`src/rtl/wb_stage.sv`:
```
// Writeback stage of the in-order RV32 core: retires one instruction per handshake,
// extracts load data, drives the register-file write port and counts retirements.
module wb_stage #(
    parameter int unsigned XLEN         = 32,
    parameter int unsigned LOAD_TIMEOUT = 16,
    parameter int unsigned CNT_W        = 32
) (
    input  logic             clk,
    input  logic             rst,
    input  logic             in_valid,
    output logic             in_ready,
    input  logic [4:0]       in_rd,
    input  logic             in_wb_en,
    input  logic             in_is_load,
    input  logic [2:0]       in_funct3,
    input  logic [1:0]       in_addr_lo,
    input  logic [XLEN-1:0]  in_result,
    input  logic             dmem_rvalid,
    input  logic [XLEN-1:0]  dmem_rdata,
    output logic             rf_we,
    output logic [4:0]       rf_rd,
    output logic [XLEN-1:0]  rf_wd,
    output logic             load_err,
    output logic [CNT_W-1:0] retire_cnt
);

    localparam int unsigned TW = $clog2(LOAD_TIMEOUT + 1);

    typedef enum logic [1:0] {
        S_IDLE,
        S_LOAD_WAIT,
        S_COMMIT
    } state_t;

    state_t            r_state;
    state_t            w_next;
    logic [TW-1:0]     r_tcnt;
    logic [4:0]        r_rd;
    logic              r_wb_en;
    logic [2:0]        r_funct3;
    logic [1:0]        r_addr_lo;
    logic              r_we;
    logic [4:0]        r_rf_rd;
    logic [XLEN-1:0]   r_rf_wd;
    logic              r_load_err;
    logic [CNT_W-1:0]  r_retire_cnt;

    logic              w_accept;
    logic              w_timeout;
    logic [7:0]        w_byte;
    logic [15:0]       w_half;
    logic [XLEN-1:0]   w_load_data;

    assign in_ready   = (r_state == S_IDLE) || (r_state == S_COMMIT);
    assign w_accept   = in_valid && in_ready;
    assign rf_we      = (r_state == S_COMMIT) && r_we;
    assign rf_rd      = r_rf_rd;
    assign rf_wd      = r_rf_wd;
    assign load_err   = r_load_err;
    assign retire_cnt = r_retire_cnt;

    always_comb begin
        w_byte = dmem_rdata[7:0];
        case (r_addr_lo)
            2'd1:    w_byte = dmem_rdata[15:8];
            2'd2:    w_byte = dmem_rdata[23:16];
            2'd3:    w_byte = dmem_rdata[31:24];
            default: w_byte = dmem_rdata[7:0];
        endcase
        w_half = r_addr_lo[1] ? dmem_rdata[31:16] : dmem_rdata[15:0];
        // Undefined funct3 encodings fall through to a full-word load
        case (r_funct3)
            3'b000:  w_load_data = {{(XLEN-8){w_byte[7]}}, w_byte};
            3'b001:  w_load_data = {{(XLEN-16){w_half[15]}}, w_half};
            3'b100:  w_load_data = {{(XLEN-8){1'b0}}, w_byte};
            3'b101:  w_load_data = {{(XLEN-16){1'b0}}, w_half};
            default: w_load_data = dmem_rdata;
        endcase
    end

    always_comb begin
        w_next    = r_state;
        w_timeout = 1'b0;
        case (r_state)
            S_IDLE, S_COMMIT: begin
                if (w_accept)
                    w_next = in_is_load ? S_LOAD_WAIT : S_COMMIT;
                else
                    w_next = S_IDLE;
            end
            S_LOAD_WAIT: begin
                if (dmem_rvalid) begin
                    w_next = S_COMMIT;
                end else if (r_tcnt == TW'(LOAD_TIMEOUT - 1)) begin
                    w_next    = S_IDLE;
                    w_timeout = 1'b1;
                end
            end
            default: w_next = S_IDLE;
        endcase
    end

    always_ff @(posedge clk or posedge rst) begin
        if (rst) begin
            r_state      <= S_IDLE;
            r_tcnt       <= '0;
            r_rd         <= '0;
            r_wb_en      <= 1'b0;
            r_funct3     <= '0;
            r_addr_lo    <= '0;
            r_we         <= 1'b0;
            r_rf_rd      <= '0;
            r_rf_wd      <= '0;
            r_load_err   <= 1'b0;
            r_retire_cnt <= '0;
        end else begin
            r_state    <= w_next;
            r_load_err <= w_timeout;
            // Retire count advances on entry to COMMIT so it is visible during the commit cycle
            if (w_accept) begin
                r_rd      <= in_rd;
                r_wb_en   <= in_wb_en;
                r_funct3  <= in_funct3;
                r_addr_lo <= in_addr_lo;
                r_tcnt    <= '0;
                if (!in_is_load) begin
                    r_rf_rd      <= in_rd;
                    r_rf_wd      <= in_result;
                    r_we         <= in_wb_en && (in_rd != 5'd0);
                    r_retire_cnt <= r_retire_cnt + CNT_W'(1);
                end
            end else if (r_state == S_LOAD_WAIT) begin
                if (dmem_rvalid) begin
                    r_rf_rd      <= r_rd;
                    r_rf_wd      <= w_load_data;
                    r_we         <= r_wb_en && (r_rd != 5'd0);
                    r_retire_cnt <= r_retire_cnt + CNT_W'(1);
                end else begin
                    r_tcnt <= r_tcnt + TW'(1);
                end
            end
        end
    end

endmodule
```
`config.mk`:
```
export PLATFORM = sky130hd
export DESIGN_NAME = wb_stage
export DESIGN_NICKNAME = d
export VERILOG_FILES = /design/src/rtl/wb_stage.sv
export SDC_FILE = /design/constraint.sdc
export NUM_CORES = 1
export LEC_CHECK = 0
export ABC_AREA = 1
export CAP_MARGIN = 20
export CORE_ASPECT_RATIO = 1.4
export CORE_MARGIN = 2
export CORE_UTILIZATION = 40
export CTS_CLUSTER_DIAMETER = 120
export DETAILED_ROUTE_END_ITERATION = 10
export PLACE_DENSITY = 0.77
export SETUP_SLACK_MARGIN = 0.5
export SYNTH_ARGS = -nofsm -noshare
export SYNTH_HDL_FRONTEND = slang
export SYNTH_SLANG_ARGS = --single-unit
```
`constraint.sdc`:
```
create_clock -name clk -period 4 [get_ports clk]
set_clock_uncertainty 0.15 [all_clocks]
set_input_delay 0.8 -clock clk [delete_from_list [all_inputs] [get_ports clk]]
set_output_delay 0.8 -clock clk [all_outputs]
set_load 0.05 [all_outputs]
```
==> out/metrics.csv <==
stage,metric,value,unit
run_status,status,"finished, final reports clean",
floorplanning,die height,138,µm
clocking,Post-CTS Resized,0,
grt,gr ovfl total,0,
grt,all-layer global routing usage,21.3,%
timing,min Tclk post-route,2.72,ns
clocking,CTS tree,done,
detailed_routing,Residual DRC,0,
clocking,# hold bufs at CTS,0,
floorplanning,Starting Density,40.5,%
clocking,total CTS buffers,9,
finish,share of cells above drive strength 1,7.88,%
synthesis,"Seq/Total Area, Yosys",43.3,%
placed_design,DP Wirelength,10800,µm
min_path,Worst Hold Class,reg2reg,
finish,Area Growth Syn to Fin,37.5,%
synthesis,Synth Instances,717,
synthesis,share of the synthesized area in the top cell type,43.3,%
power,P_leak,3.20,nW
worst_setup_path,CP max FO,23,
worst_setup_path,Critical Path Sink Type,register,
timing,worst slew pin tran,0.768,ns
timing,Final TNS setup,0,ns
power,VDD IR max,301,µV
worst_setup_path,CP startpoint kind,input port,
finish,"commonest non-fill, non-tap cell in the layout",nand2_1,
clocking,clock-pin slew on the worst setup and hold paths,0.07,ns
placed_design,final RePlAce weighted congestion,0.959,
grt,largest net degree at the start of global routing,90,
synthesis,cell area after synthesis,5140,µm²
worst_setup_path,worst setup path class,in2reg,
timing,Rel. slew slack,48.6,%
finish,most frequent cells in the layout,"nand2_1 (297), clkdlybuf4s50_1 (151), nor2_1 (98), dfrtp_1 (89), inv_1 (39)",
flow_run,max-cap viol count,0,
power,pwr dens,505,nW/µm²
floorplanning,die width,99.8,µm
detailed_routing,Via density,5.04,
timing,fin crit share,68.1,%
placed_design,dpl ws,0.961,ns
synthesis,"Avg Cell Area, Syn",7.17,µm²
floorplanning,Die Area,13800,µm²
timing,RSZ-0062 raised after global routing,false,
grt,vias in the first global route,4996,
finish,Antenna diodes,0,
synthesis,"area leader, netlist",dfrtp_1,
synthesis,post-synth cell types,38,
clocking,Clock Path Buffers,2,
timing,final max-slew violation count,0,
clocking,CTS root buffer,clkbuf_16,
timing,Highest Clock Rate,367,MHz
worst_setup_path,Required @ worst endpoint,4.06,ns
detailed_routing,ANT nets after route,0,
timing,final hold violations,0,
grt,initial antenna violation count,0,
floorplanning,core area,12700,µm²
floorplanning,io pins,152,
detailed_routing,WL final,14600,µm
detailed_routing,WL/cell,14.4,µm
detailed_routing,Pre-antenna DRT Iters,5,
synthesis,"top cells by area, synth","dfrtp_1 (43%), nand2_1 (22%), nor2_1 (7.2%)",
synthesis,Synth Warn #,0,
timing,Final Setup Violations,0,
worst_setup_path,Worst EP arrival,2.79,ns
detailed_routing,vias,5123,
timing,final setup margin,1.28,ns
synthesis,synthesized net count,800,
clocking,clk_lat worst skew,0.34,ns
placed_design,port bufs,151,
detailed_routing,initial DRC count,219,
floorplanning,row cnt,49,
clocking,Post-CTS Setup Bufs,0,
synthesis,Yosys reg bits,89,
grt,first-pass GRT wire length,23600,µm
finish,Final #Nets,941,
clocking,H-tree levels,3,
clocking,CTS Sinks,89,
sequential cells by signal (all words and copies together), names as in the netlist:
| register | count |
|---|---|
| r_we | 1 |
| r_rd | 5 |
| load_err | 1 |
| r_state | 2 |
| r_funct3 | 3 |
| retire_cnt | 32 |
| rf_wd | 32 |
| r_wb_en | 1 |
| rf_rd | 5 |
| r_addr_lo | 2 |
| r_tcnt | 5 |
critical path, stage by stage:
cell and delay (ns):
clkdlybuf4s50_1 0.51, nand2_2 0.27, nand2_2 0.45, clkinv_1 0.35, nand2_1 0.14, nand2_1 0.07, nor2_1 0.12, a21oi_2 0.07
kinds of logic (layout without fill, tap and decap cells):
group                      Yosys count  in the layout  synth area share [%]
AOI/OAI and AO/OA                   70             70                  8.37
buffers and inverters               74            220                  6.40
DFF                                 89             89                  43.3
xor gates and xnor gates            15             15                  2.70
and+or+nand+nor                    466            466                  38.5
adders and majority gates            3              3                 0.730
layout make-up:
cell class	instances	area, µm²
Fill cell	1160	5620
Multi-Input combinational cell	554	2590
Inverter	48	181
Clock buffer	9	225
Timing Repair Buffer	156	1560
Sequential cell	89	2230
Clock inverter	7	92.6
Tap cell	153	191
cell usage after synthesis, drive strengths merged:
cell	count
nor2	111
o21ai	25
clkbuf	1
nand3b	4
clkinv	1
ha	3
o211ai	6
o22ai	16
nand2	306
nor3b	1
nor3	3
xnor2	8
inv	47
nand3	30
xor2	7
buf	25
and2	1
a22o	1
a31oi	3
dfrtp	89
a21oi	19
nand4	9
nor4	1
routing by layer:
layer	share of wire (%)	GRT usage (%)	routed length [µm]
met2	51	37.0	7500
met5	0	0	0
met1	40	25.8	5840
met3	4.7	1.87	691
met4	3.8	11.5	558
worst paths after layout:
kind                                        start                         end  slack [ns]  cells past startpoint
setup / recovery                         in_valid       rf_wd[24]$_DFFE_PP0P_        1.28                      8
hold / removal               rf_wd[7]$_DFFE_PP0P_        rf_wd[7]$_DFFE_PP0P_        0.33                      2
setup reg to reg           r_state[0]$_DFFE_PP0P_       rf_wd[24]$_DFFE_PP0P_        1.76                      8
hold reg to reg              rf_wd[7]$_DFFE_PP0P_        rf_wd[7]$_DFFE_PP0P_        0.33                      2
max in group asynchronous                     rst  retire_cnt[15]$_DFFE_PP0P_        2.57                      3
min in group asynchronous                     rst       rf_wd[19]$_DFFE_PP0P_        0.72                      3
metrics by stage:
stage                     std cells  util, %  hold slack (ns)  power, W  cell area (µm²)
after floorplan                 717        -            0.300   0.00214             5140
after global placement         1000     53.2            0.315   0.00265             6750
after detailed placement       1000     53.2            0.314   0.00266             6750
after CTS                      1016     55.7            0.337   0.00359             7070
after global routing           1016     55.7            0.355   0.00371             7070
final                          1016     55.7            0.329   0.00357             7070
power by group:
group	internal [W]	switching, W	total, W
Combinational	0.000480	0.000941	0.00142
Sequential	0.00107	0.000158	0.00123
Clock	0.000548	0.000373	0.000921
Total	0.00209	0.00147	0.00357
Power figures use the tool's default switching activity.
